### src/rtl/match_ctrl_if.sv
// match_ctrl_if: control bundle between the match controller and its
// neighbours (move engine, clock divider, draw and link blocks).
interface match_ctrl_if #(
    parameter int NUM_PLAYERS = 2,
    parameter int SCORE_W     = 2,
    parameter int PID_W       = 1
);
    logic                           tick;
    logic                           start;
    logic                           ack;
    logic                           con_error;
    logic [NUM_PLAYERS-1:0]         alive;
    logic [2:0]                     mode;
    logic                           round_start;
    logic [7:0]                     countdown;
    logic [NUM_PLAYERS*SCORE_W-1:0] score;
    logic [PID_W-1:0]               round_winner;
    logic                           draw;
    logic [PID_W-1:0]               match_winner;
    logic [7:0]                     rounds_played;

    modport master (
        output tick, start, ack, con_error, alive,
        input  mode, round_start, countdown, score,
        input  round_winner, draw, match_winner, rounds_played
    );

    modport slave (
        input  tick, start, ack, con_error, alive,
        output mode, round_start, countdown, score,
        output round_winner, draw, match_winner, rounds_played
    );
endinterface

### src/rtl/match_ctrl.sv
// match_ctrl: best-of-N match/round sequencer for Snake Wars.
// Optional round time limit enabled by defining MATCH_TIMEOUT_EN.
module match_ctrl #(
    parameter int NUM_PLAYERS     = 2,
    parameter int ROUNDS_TO_WIN   = 3,
    parameter int COUNTDOWN_TICKS = 3,
    parameter int ROUND_TICKS     = 1024,
    parameter int SCORE_W         = $clog2(ROUNDS_TO_WIN + 1),
    parameter int PID_W           = (NUM_PLAYERS > 2) ? $clog2(NUM_PLAYERS) : 1
) (
    input logic         clk,
    input logic         rst,
    match_ctrl_if.slave bus
);
    typedef enum logic [2:0] {
        S_MENU      = 3'd0,
        S_COUNTDOWN = 3'd1,
        S_PLAY      = 3'd2,
        S_ROUND_END = 3'd3,
        S_MATCH_END = 3'd4,
        S_ERROR     = 3'd5
    } state_e;

    localparam int                 SC_TOT  = NUM_PLAYERS * SCORE_W;
    localparam logic [SCORE_W-1:0] WIN     = SCORE_W'(ROUNDS_TO_WIN);
    localparam logic [7:0]         CD_INIT = 8'(COUNTDOWN_TICKS);

    state_e              state_q;
    logic                round_start_q;
    logic [7:0]          cd_q;
    logic [SC_TOT-1:0]   score_q;
    logic [SC_TOT-1:0]   score_d;
    logic [PID_W-1:0]    rw_q;
    logic [PID_W-1:0]    mw_q;
    logic [PID_W-1:0]    sole_d;
    logic                draw_q;
    logic [7:0]          rounds_q;
    logic [7:0]          rounds_d;
    logic [3:0]          alive_cnt_d;
    logic                won_d;

`ifdef MATCH_TIMEOUT_EN
    localparam int TW = (ROUND_TICKS > 0) ? $clog2(ROUND_TICKS + 1) : 1;
    logic [TW-1:0] tcnt_q;
    logic          tout_d;
    assign tout_d = (tcnt_q + TW'(1)) == TW'(ROUND_TICKS);
`else
    wire unused_round_ticks = (ROUND_TICKS == 0);
`endif

    // Survivor count, sole survivor, its saturated score and match-won flag
    always_comb begin
        alive_cnt_d = '0;
        sole_d      = '0;
        won_d       = 1'b0;
        score_d     = score_q;
        for (int i = 0; i < NUM_PLAYERS; i++) begin
            if (bus.alive[i]) begin
                alive_cnt_d = alive_cnt_d + 4'd1;
                sole_d      = PID_W'(i);
                if (score_q[i*SCORE_W +: SCORE_W] != WIN)
                    score_d[i*SCORE_W +: SCORE_W] =
                        score_q[i*SCORE_W +: SCORE_W] + SCORE_W'(1);
            end
            if (score_q[i*SCORE_W +: SCORE_W] == WIN)
                won_d = 1'b1;
        end
        rounds_d = (rounds_q == 8'hFF) ? rounds_q : rounds_q + 8'd1;
    end

    // Match FSM with all outputs registered
    always_ff @(posedge clk) begin
        if (rst) begin
            state_q       <= S_MENU;
            round_start_q <= 1'b0;
            cd_q          <= '0;
            score_q       <= '0;
            rw_q          <= '0;
            mw_q          <= '0;
            draw_q        <= 1'b0;
            rounds_q      <= '0;
`ifdef MATCH_TIMEOUT_EN
            tcnt_q        <= '0;
`endif
        end else begin
            round_start_q <= 1'b0;
`ifdef MATCH_TIMEOUT_EN
            if (state_q != S_PLAY)
                tcnt_q <= '0;
`endif
            unique case (state_q)
                S_MENU: begin
                    if (bus.start) begin
                        score_q       <= '0;
                        rounds_q      <= '0;
                        draw_q        <= 1'b0;
                        rw_q          <= '0;
                        mw_q          <= '0;
                        round_start_q <= 1'b1;
                        cd_q          <= CD_INIT;
                        state_q       <= S_COUNTDOWN;
                    end
                end
                S_COUNTDOWN: begin
                    if (bus.con_error) begin
                        state_q <= S_ERROR;
                    end else if (cd_q == 8'd0) begin
                        state_q <= S_PLAY;
                    end else if (bus.tick) begin
                        cd_q <= cd_q - 8'd1;
                        if (cd_q == 8'd1)
                            state_q <= S_PLAY;
                    end
                end
                S_PLAY: begin
                    if (bus.con_error) begin
                        state_q <= S_ERROR;
                    end else if (bus.tick) begin
                        if (alive_cnt_d == 4'd0) begin
                            draw_q   <= 1'b1;
                            rounds_q <= rounds_d;
                            state_q  <= S_ROUND_END;
                        end else if (alive_cnt_d == 4'd1) begin
                            rw_q     <= sole_d;
                            score_q  <= score_d;
                            draw_q   <= 1'b0;
                            rounds_q <= rounds_d;
                            state_q  <= S_ROUND_END;
                        end
`ifdef MATCH_TIMEOUT_EN
                        else if (tout_d) begin
                            draw_q   <= 1'b1;
                            rounds_q <= rounds_d;
                            state_q  <= S_ROUND_END;
                        end else begin
                            tcnt_q <= tcnt_q + TW'(1);
                        end
`endif
                    end
                end
                S_ROUND_END: begin
                    if (bus.con_error) begin
                        state_q <= S_ERROR;
                    end else if (bus.ack) begin
                        if (won_d) begin
                            mw_q    <= rw_q;
                            state_q <= S_MATCH_END;
                        end else begin
                            cd_q          <= CD_INIT;
                            round_start_q <= 1'b1;
                            state_q       <= S_COUNTDOWN;
                        end
                    end
                end
                S_MATCH_END: begin
                    if (bus.ack)
                        state_q <= S_MENU;
                end
                S_ERROR: begin
                    if (bus.ack)
                        state_q <= S_MENU;
                end
                default: state_q <= S_MENU;
            endcase
        end
    end

    assign bus.mode          = state_q;
    assign bus.round_start   = round_start_q;
    assign bus.countdown     = cd_q;
    assign bus.score         = score_q;
    assign bus.round_winner  = rw_q;
    assign bus.draw          = draw_q;
    assign bus.match_winner  = mw_q;
    assign bus.rounds_played = rounds_q;
endmodule
### src/flat_wrapper.sv
// flat-port wrapper written by rule: the top's interface ports become plain ports
module match_ctrl_flat 
#(
    parameter int NUM_PLAYERS     = 2,
    parameter int ROUNDS_TO_WIN   = 3,
    parameter int COUNTDOWN_TICKS = 3,
    parameter int ROUND_TICKS     = 1024,
    parameter int SCORE_W         = $clog2(ROUNDS_TO_WIN + 1),
    parameter int PID_W           = (NUM_PLAYERS > 2) ? $clog2(NUM_PLAYERS) : 1
)
  (clk, rst, bus_tick, bus_start, bus_ack, bus_con_error, bus_alive, bus_mode, bus_round_start, bus_countdown, bus_score, bus_round_winner, bus_draw, bus_match_winner, bus_rounds_played);
  match_ctrl_if #(.NUM_PLAYERS(NUM_PLAYERS), .SCORE_W(SCORE_W), .PID_W(PID_W)) bus_i ();
  input logic clk;
  input logic rst;
  input wire logic [$bits(bus_i.tick)-1:0] bus_tick;
  input wire logic [$bits(bus_i.start)-1:0] bus_start;
  input wire logic [$bits(bus_i.ack)-1:0] bus_ack;
  input wire logic [$bits(bus_i.con_error)-1:0] bus_con_error;
  input wire logic [$bits(bus_i.alive)-1:0] bus_alive;
  output wire logic [$bits(bus_i.mode)-1:0] bus_mode;
  output wire logic [$bits(bus_i.round_start)-1:0] bus_round_start;
  output wire logic [$bits(bus_i.countdown)-1:0] bus_countdown;
  output wire logic [$bits(bus_i.score)-1:0] bus_score;
  output wire logic [$bits(bus_i.round_winner)-1:0] bus_round_winner;
  output wire logic [$bits(bus_i.draw)-1:0] bus_draw;
  output wire logic [$bits(bus_i.match_winner)-1:0] bus_match_winner;
  output wire logic [$bits(bus_i.rounds_played)-1:0] bus_rounds_played;
  assign bus_i.tick = bus_tick;
  assign bus_i.start = bus_start;
  assign bus_i.ack = bus_ack;
  assign bus_i.con_error = bus_con_error;
  assign bus_i.alive = bus_alive;
  assign bus_mode = bus_i.mode;
  assign bus_round_start = bus_i.round_start;
  assign bus_countdown = bus_i.countdown;
  assign bus_score = bus_i.score;
  assign bus_round_winner = bus_i.round_winner;
  assign bus_draw = bus_i.draw;
  assign bus_match_winner = bus_i.match_winner;
  assign bus_rounds_played = bus_i.rounds_played;
  match_ctrl #(.NUM_PLAYERS(NUM_PLAYERS), .ROUNDS_TO_WIN(ROUNDS_TO_WIN), .COUNTDOWN_TICKS(COUNTDOWN_TICKS), .ROUND_TICKS(ROUND_TICKS), .SCORE_W(SCORE_W), .PID_W(PID_W)) u_core (.clk(clk), .rst(rst), .bus(bus_i));
endmodule
### config.mk
export PLATFORM = sky130hd
export DESIGN_NAME = match_ctrl_flat
export DESIGN_NICKNAME = d
export VERILOG_FILES = /design/src/rtl/match_ctrl_if.sv /design/src/rtl/match_ctrl.sv /design/src/flat_wrapper.sv
export SDC_FILE = /design/constraint.sdc
export NUM_CORES = 1
export LEC_CHECK = 0
export CAP_MARGIN = 20
export CORE_MARGIN = 5
export CORE_UTILIZATION = 54
export CTS_CLUSTER_SIZE = 8
export DETAILED_ROUTE_END_ITERATION = 8
export GPL_TIMING_DRIVEN = 0
export HOLD_SLACK_MARGIN = 0.05
export MAX_ROUTING_LAYER = met4
export PLACE_DENSITY = 0.84
export SLEW_MARGIN = 30
export SYNTH_ARGS = -nofsm -noshare
export SYNTH_HDL_FRONTEND = slang
export SYNTH_SLANG_ARGS = --single-unit
### constraint.sdc
create_clock -name clk -period 3.7 [get_ports clk]
set_input_delay 0.74 -clock clk [delete_from_list [all_inputs] [get_ports clk]]
set_output_delay 0.74 -clock clk [all_outputs]
set_load 0.005 [all_outputs]
Word-level counts from Yosys, hierarchy flattened
Cells that the tools add are included.

Register bits: 27. Word-level logic and storage cells: 127. Input port bits: 8. Output and inout bits: 27.

Add/subtract/negate cells: 5. Muxes and demuxes: 64. Reduce and logical (&&, ||, !) cells: 14. Equal/unequal tests: 35.

Operators with widths (count): 8-bit 2-to-1 mux (13); 3-bit 2-to-1 mux (13); 2-bit inequality test (second input constant) (14); 4-bit 2-to-1 mux (6); 8-bit one-hot mux with 3 select lines (1); 8-bit AND reduction (3); 1-bit 2-to-1 mux (20); 8-bit one-hot mux with 2 select lines (1); 3-bit one-hot mux with 5 select lines (1); 2-bit by 1-bit inequality test with 1-bit output (second input constant) (5); 5-bit AND reduction (2); 8-bit by 1-bit adder with 8-bit output (second input constant) (1); 8-bit by 1-bit equality test with 1-bit output (second input constant) (1); 8-bit equality test (second input constant) (1); 8-bit logical NOT (1); 2-bit 2-to-1 mux (4); 4-bit by 2-bit inequality test with 1-bit output (second input constant) (2); 1-bit one-hot mux with 2 select lines (4); 4-bit one-hot mux with 2 select lines (1); 8-bit by 1-bit subtractor with 8-bit output (second input constant) (1); 7-bit AND reduction (1); 3-bit by 2-bit equality test with 1-bit output (second input constant) (2); 3-bit equality test (second input constant) (2); 3-bit inequality test (second input constant) (2); 13 further kinds (16).

Depth between registers and ports, before layout
Depth in word-level cells: 9. Gate-level depth with buffers: 8. Depth with buffers taken out: 7.

Worst setup path after synthesis
OpenSTA, ideal clock, no wires.

Path type: input port to flip-flop. Start point: input bus_alive[0]. End point: register u_core.score_q[1], in the netlist u_core.bus.score[1]. Data arrival time: 1.859 ns. Stages on the path: 7. Data required time: 3.572 ns. Library setup time: 0.128 ns. Setup slack: 1.714 ns. Path through: inv_1 -> ha_1 -> nor2b_1 -> nor3b_1 -> o21ai_0 -> a22oi_1 -> nor2_1.

Longest elaborated chain between the ends: 6.

RTL lines: from (decl) (RTL line flat_wrapper.sv:19) `input wire logic [$bits(bus_i.alive)-1:0] bus_alive;`; 1-bit 2-to-1 mux (RTL line match_ctrl.sv:58) `if (bus.alive[i]) begin`; 1-bit by 1-bit adder with 2-bit output (RTL line match_ctrl.sv:59) `alive_cnt_d = alive_cnt_d + 4'd1;`; 4-bit 2-to-1 mux (RTL line match_ctrl.sv:58); 4-bit by 1-bit equality test with 1-bit output or 4-bit logical NOT (tied branches) (RTL line match_ctrl.sv:123, match_ctrl.sv:119); 2-bit by 1-bit inequality test with 1-bit output (no source line) or 2-bit inequality test (tied branches); 8-bit AND reduction (no source line) *; to (signal assigned) (RTL line match_ctrl.sv:125) `score_q <= score_d;`; to (decl) (RTL line match_ctrl.sv:31) `logic [SC_TOT-1:0] score_q;`.

Every way passes the cells marked *; elsewhere a longest branch is shown, timed or not. A chain may end at the register's enable or synchronous reset.

Worst setup path in the final report
Start point: input bus_con_error. End point: register u_core.cd_q[3], in the netlist u_core.bus.countdown[3].

Longest elaborated chain between the ends: 2.

RTL lines: from (decl) (RTL line flat_wrapper.sv:18) `input wire logic [$bits(bus_i.con_error)-1:0] bus_con_error;`; 2-bit inequality test (no source line); 8-bit AND reduction (no source line) *; to (signal assigned) (RTL line match_ctrl.sv:110) `cd_q <= cd_q - 8'd1;`; to (decl) (RTL line match_ctrl.sv:30) `logic [7:0] cd_q;`.

Marks and branches as above.

==> results summary <==
STA classifies the critical path endpoint as a flip-flop. The smallest clock period supported by the final layout is computed as 2.44 ns. The routed length per placed instance is 15.2 um. The root buffer cell chosen for the clock tree is sky130_fd_sc_hd__clkbuf_4. The relative slew slack is 51.6%. The initial core utilization is between 50 and 60%. The post-synth design cell area came out at ~1600 um^2. TritonCTS built the clock tree. By area the synthesized netlist is led by sky130_fd_sc_hd__dfxtp_1 (34%), sky130_fd_sc_hd__nor2_1 (6.6%), sky130_fd_sc_hd__ha_1 (6.3%), sky130_fd_sc_hd__a21oi_1 (5.0%), sky130_fd_sc_hd__o21ai_0 (4.7%). In the post-synthesis netlist, the cell with the most instances is sky130_fd_sc_hd__nor2_1. The die area is approximately 4100 um^2. The leakage power came out at around 0.73 nW. The clock latency reported for the late side of the worst-skew pair is 0.34 ns.

The largest net degree at the start of global routing came out at 17. The H-tree depth reported by CTS came out at 1. Setup repair after global routing left no endpoint under its margin. The number of detailed-routing iterations run before antenna repair is 4.

The synthesis-to-layout area growth is 25.6%. The distinct cell type count of the synthesized netlist came out at 45. The chip width came out at 64.4 um. The placeable core region came out at between 2000 and 3000 um^2. After clock tree synthesis, the setup repair step added 0 buffers. The count of warnings emitted by yosys is 0. Adding up every negative setup slack in the final design gives 0 ns. By count the netlist is led by sky130_fd_sc_hd__nor2_1 (28), sky130_fd_sc_hd__dfxtp_1 (27), sky130_fd_sc_hd__a21oi_1 (16). The first-iteration detailed-routing DRC count is 171. Each instance of the synthesized netlist takes up on average between 8 and 9 um^2. The final period utilization is 65.8%. The number of sinks driven by the clock tree came out at 27. The worst clock skew came out at roughly 0.0085 ns. The data required time of the critical path came out at approximately 3.9 ns. The stage delay of the slowest cell on the critical path is 0.53 ns. The critical-path maximum fanout came out at 8.

The number of design rule violations left after detail routing is 0. The initial antenna violation count came out at 0. The total overflow reported by the global router came out at 0. The repair_antennas step left the layout with diodes totalling 0.

Summing over every cut layer, the via total after detailed routing is 1714. The count of nets after finishing came out at approximately 250. The detailed placer's ending HPWL came out at around 3000 um. Power spread over the standard cell area amounts to about 380 nW/um^2. The count of final hold-check violations came out at 0. The launching element type of the critical path is a primary input. The wire length of the first global-routing pass is 6980 um. In this run the worst hold path is classified as flip-flop to flip-flop. In this run, CTS created clock tree buffers numbering 3. The register bit count reported by yosys came out at 27.

The worst slack at placement is slightly above 0.9 ns. The number of I/O pins came out at 35. The final number of max-transition violations is 0.

The aggregate global-route resource usage came out at around a fifth. Yosys mapped a number of flops with a built-in enable equal to 0. The routability-driven placement congestion ratio came out at roughly 0.9.

The ratio of routed vias to standard cells came out at around 6.4. The sum of routed wire length over all layers is 4070 um. Of the cells placed in the final design, the portion with a size suffix greater than 1 is under 10%. Timing would allow up to about 410 MHz.

In this run the deepest clock path goes through 2 buffers. Counting flops with an async set or reset pin after synthesis yields a share of 0%. The dominant synthesized flop cell is sky130_fd_sc_hd__dfxtp_1.

After layout, the worst setup slack is 1.26 ns. Across all register-to-register paths, the minimum setup slack is around 1.7 ns. In the synthesized netlist, the number of instances is ~200.

Max-cap violations in this run came to 0. The count of standard-cell rows came out at 19. Of the post-synthesis cell area, the dominant cell type holds 33.8%. The total setup violations reported at the end of the flow is 0.

The post-cts gate resize count is 0. The flow ran to the end, and the final reports show no timing, DRC or antenna violations. The critical path is of the primary input to flip-flop type. The vertical extent of the die is ~64 um. The number of hold buffers added after cts came out at 0. Walking the worst path, the cells encountered are clkdlybuf4s50_1, nor4bb_1, a32o_1, o21ai_1, a221oi_1, nor2_1. The via count of the first global-routing pass is 1548. The worst-margin pin slew is just over 0.7 ns. The worst ir drop on vdd is between 0.0003 and 0.0004 V. The number of buffer cells added on primary ports is 34. The cell taking the most area after synthesis is sky130_fd_sc_hd__dfxtp_1. The synthesized netlist net count is 215.

Among all stages on the critical path, the largest delay is contributed by sky130_fd_sc_hd__clkdlybuf4s50_1. The final antenna-violating net count came out at 0. The sequential fraction of the synthesis area came out at 33.8%. For the worst setup path, the data arrival time is 2.66 ns. The clock-pin slew on the worst setup and hold paths came out at ~0.16 ns.
==> metal layers <==
metal | vias to the layer above | wire length (um) | global-route usage, %
met5 | - | 0 | -
li1 | 813 | - | -
met1 | 820 | 1830 | 27.6
met3 | 11 | 270 | 2.25
met4 | 0 | 85 | 7.39
met2 | 70 | 1890 | 33.6
==> power breakdown <==
part / switching (mW) / internal, mW / total [mW] / leakage (nW)
sequential: 0.0231 / 0.310 / 0.333 / 0.219
combinational: 0.164 / 0.128 / 0.292 / 0.499
clock: 0.0949 / 0.0415 / 0.136 / 0.0139
total: 0.282 / 0.479 / 0.761 / 0.731
==> critical path, delay by kind of cell <==
family / cells / cell delay, ns
AO/OA/AOI/OAI: 3 / 0.79
buffers and inverters: 1 / 0.53
AND/OR/NAND/NOR: 2 / 0.60
==> layout make-up <==
cell class              instances  area (um^2)
repair buffers                 34          340
fillers                       220          797
inverters                       5         18.8
multi-input cells             160         1000
clock buffers                   3         22.5
well taps                      31         38.8
flip-flops and latches         27          541
plain buffers                   7         36.3
clock inverters                 1         7.51
==> layout by cell type (no fill, tap or decap), types with 3 or more instances in the layout <==
master and instances:
sky130_fd_sc_hd__a21oi_1 16, sky130_fd_sc_hd__a22oi_1 4, sky130_fd_sc_hd__a31oi_1 7, sky130_fd_sc_hd__and2_1 4, sky130_fd_sc_hd__clkbuf_1 4, sky130_fd_sc_hd__clkbuf_4 3, sky130_fd_sc_hd__clkdlybuf4s50_1 34, sky130_fd_sc_hd__dfxtp_1 27
sky130_fd_sc_hd__ha_1 8, sky130_fd_sc_hd__inv_1 5, sky130_fd_sc_hd__mux2i_1 5, sky130_fd_sc_hd__nand2_1 12, sky130_fd_sc_hd__nand2b_1 4, sky130_fd_sc_hd__nand3_1 3, sky130_fd_sc_hd__nand3b_1 4, sky130_fd_sc_hd__nand4_1 3
sky130_fd_sc_hd__nor2_1 28, sky130_fd_sc_hd__nor2b_1 4, sky130_fd_sc_hd__nor3_1 3, sky130_fd_sc_hd__o21ai_0 15, sky130_fd_sc_hd__o21ai_1 5, sky130_fd_sc_hd__o31ai_1 3
==> registers in the layout, indices dropped and copies added (netlist names) <==
name	flops
u_core.bus.match_winner	1
u_core.bus.countdown	8
u_core.bus.rounds_played	8
u_core.bus.draw	1
u_core.bus.round_winner	1
u_core.bus.round_start	1
u_core.bus.score	4
u_core.bus.mode	3
==> worst paths after layout <==
path                                                      start                                   end  cells after the start
worst max-delay path                              bus_con_error  u_core.bus.countdown[3]$_SDFFE_PP0P_                      6
worst min register to register     u_core.bus.draw$_SDFFE_PP0P_          u_core.bus.draw$_SDFFE_PP0P_                      2
worst max register to register  u_core.bus.mode[0]$_SDFFE_PP0P_  u_core.bus.countdown[3]$_SDFFE_PP0P_                      5
worst min-delay path               u_core.bus.draw$_SDFFE_PP0P_          u_core.bus.draw$_SDFFE_PP0P_                      2
==> per-stage QoR <==
stage	util, %	hold WS (ns)	cell area [um^2]	total power, mW	instances
finish	71.6	0.521	2010	0.761	268
CTS	71.6	0.535	2010	0.761	268
floorplan	-	0.489	1600	0.526	199
global route	71.6	0.578	2010	0.817	268
global placement	70.5	0.494	1980	0.615	264
detailed placement	70.5	0.498	1980	0.624	264
==> logic make-up (layout without fill, tap and decap cells) <==
kind of cell	count (synthesis)	in the layout	synth area share, %
DFF	27	27	33.8
buffers and inverters	12	50	3.44
muxes	7	7	4.54
AOI/OAI and AO/OA	64	64	25.2
and+or+nand+nor	81	81	26.8
adders and majority gates	8	8	6.26
(Power assumes the default switching activity.)
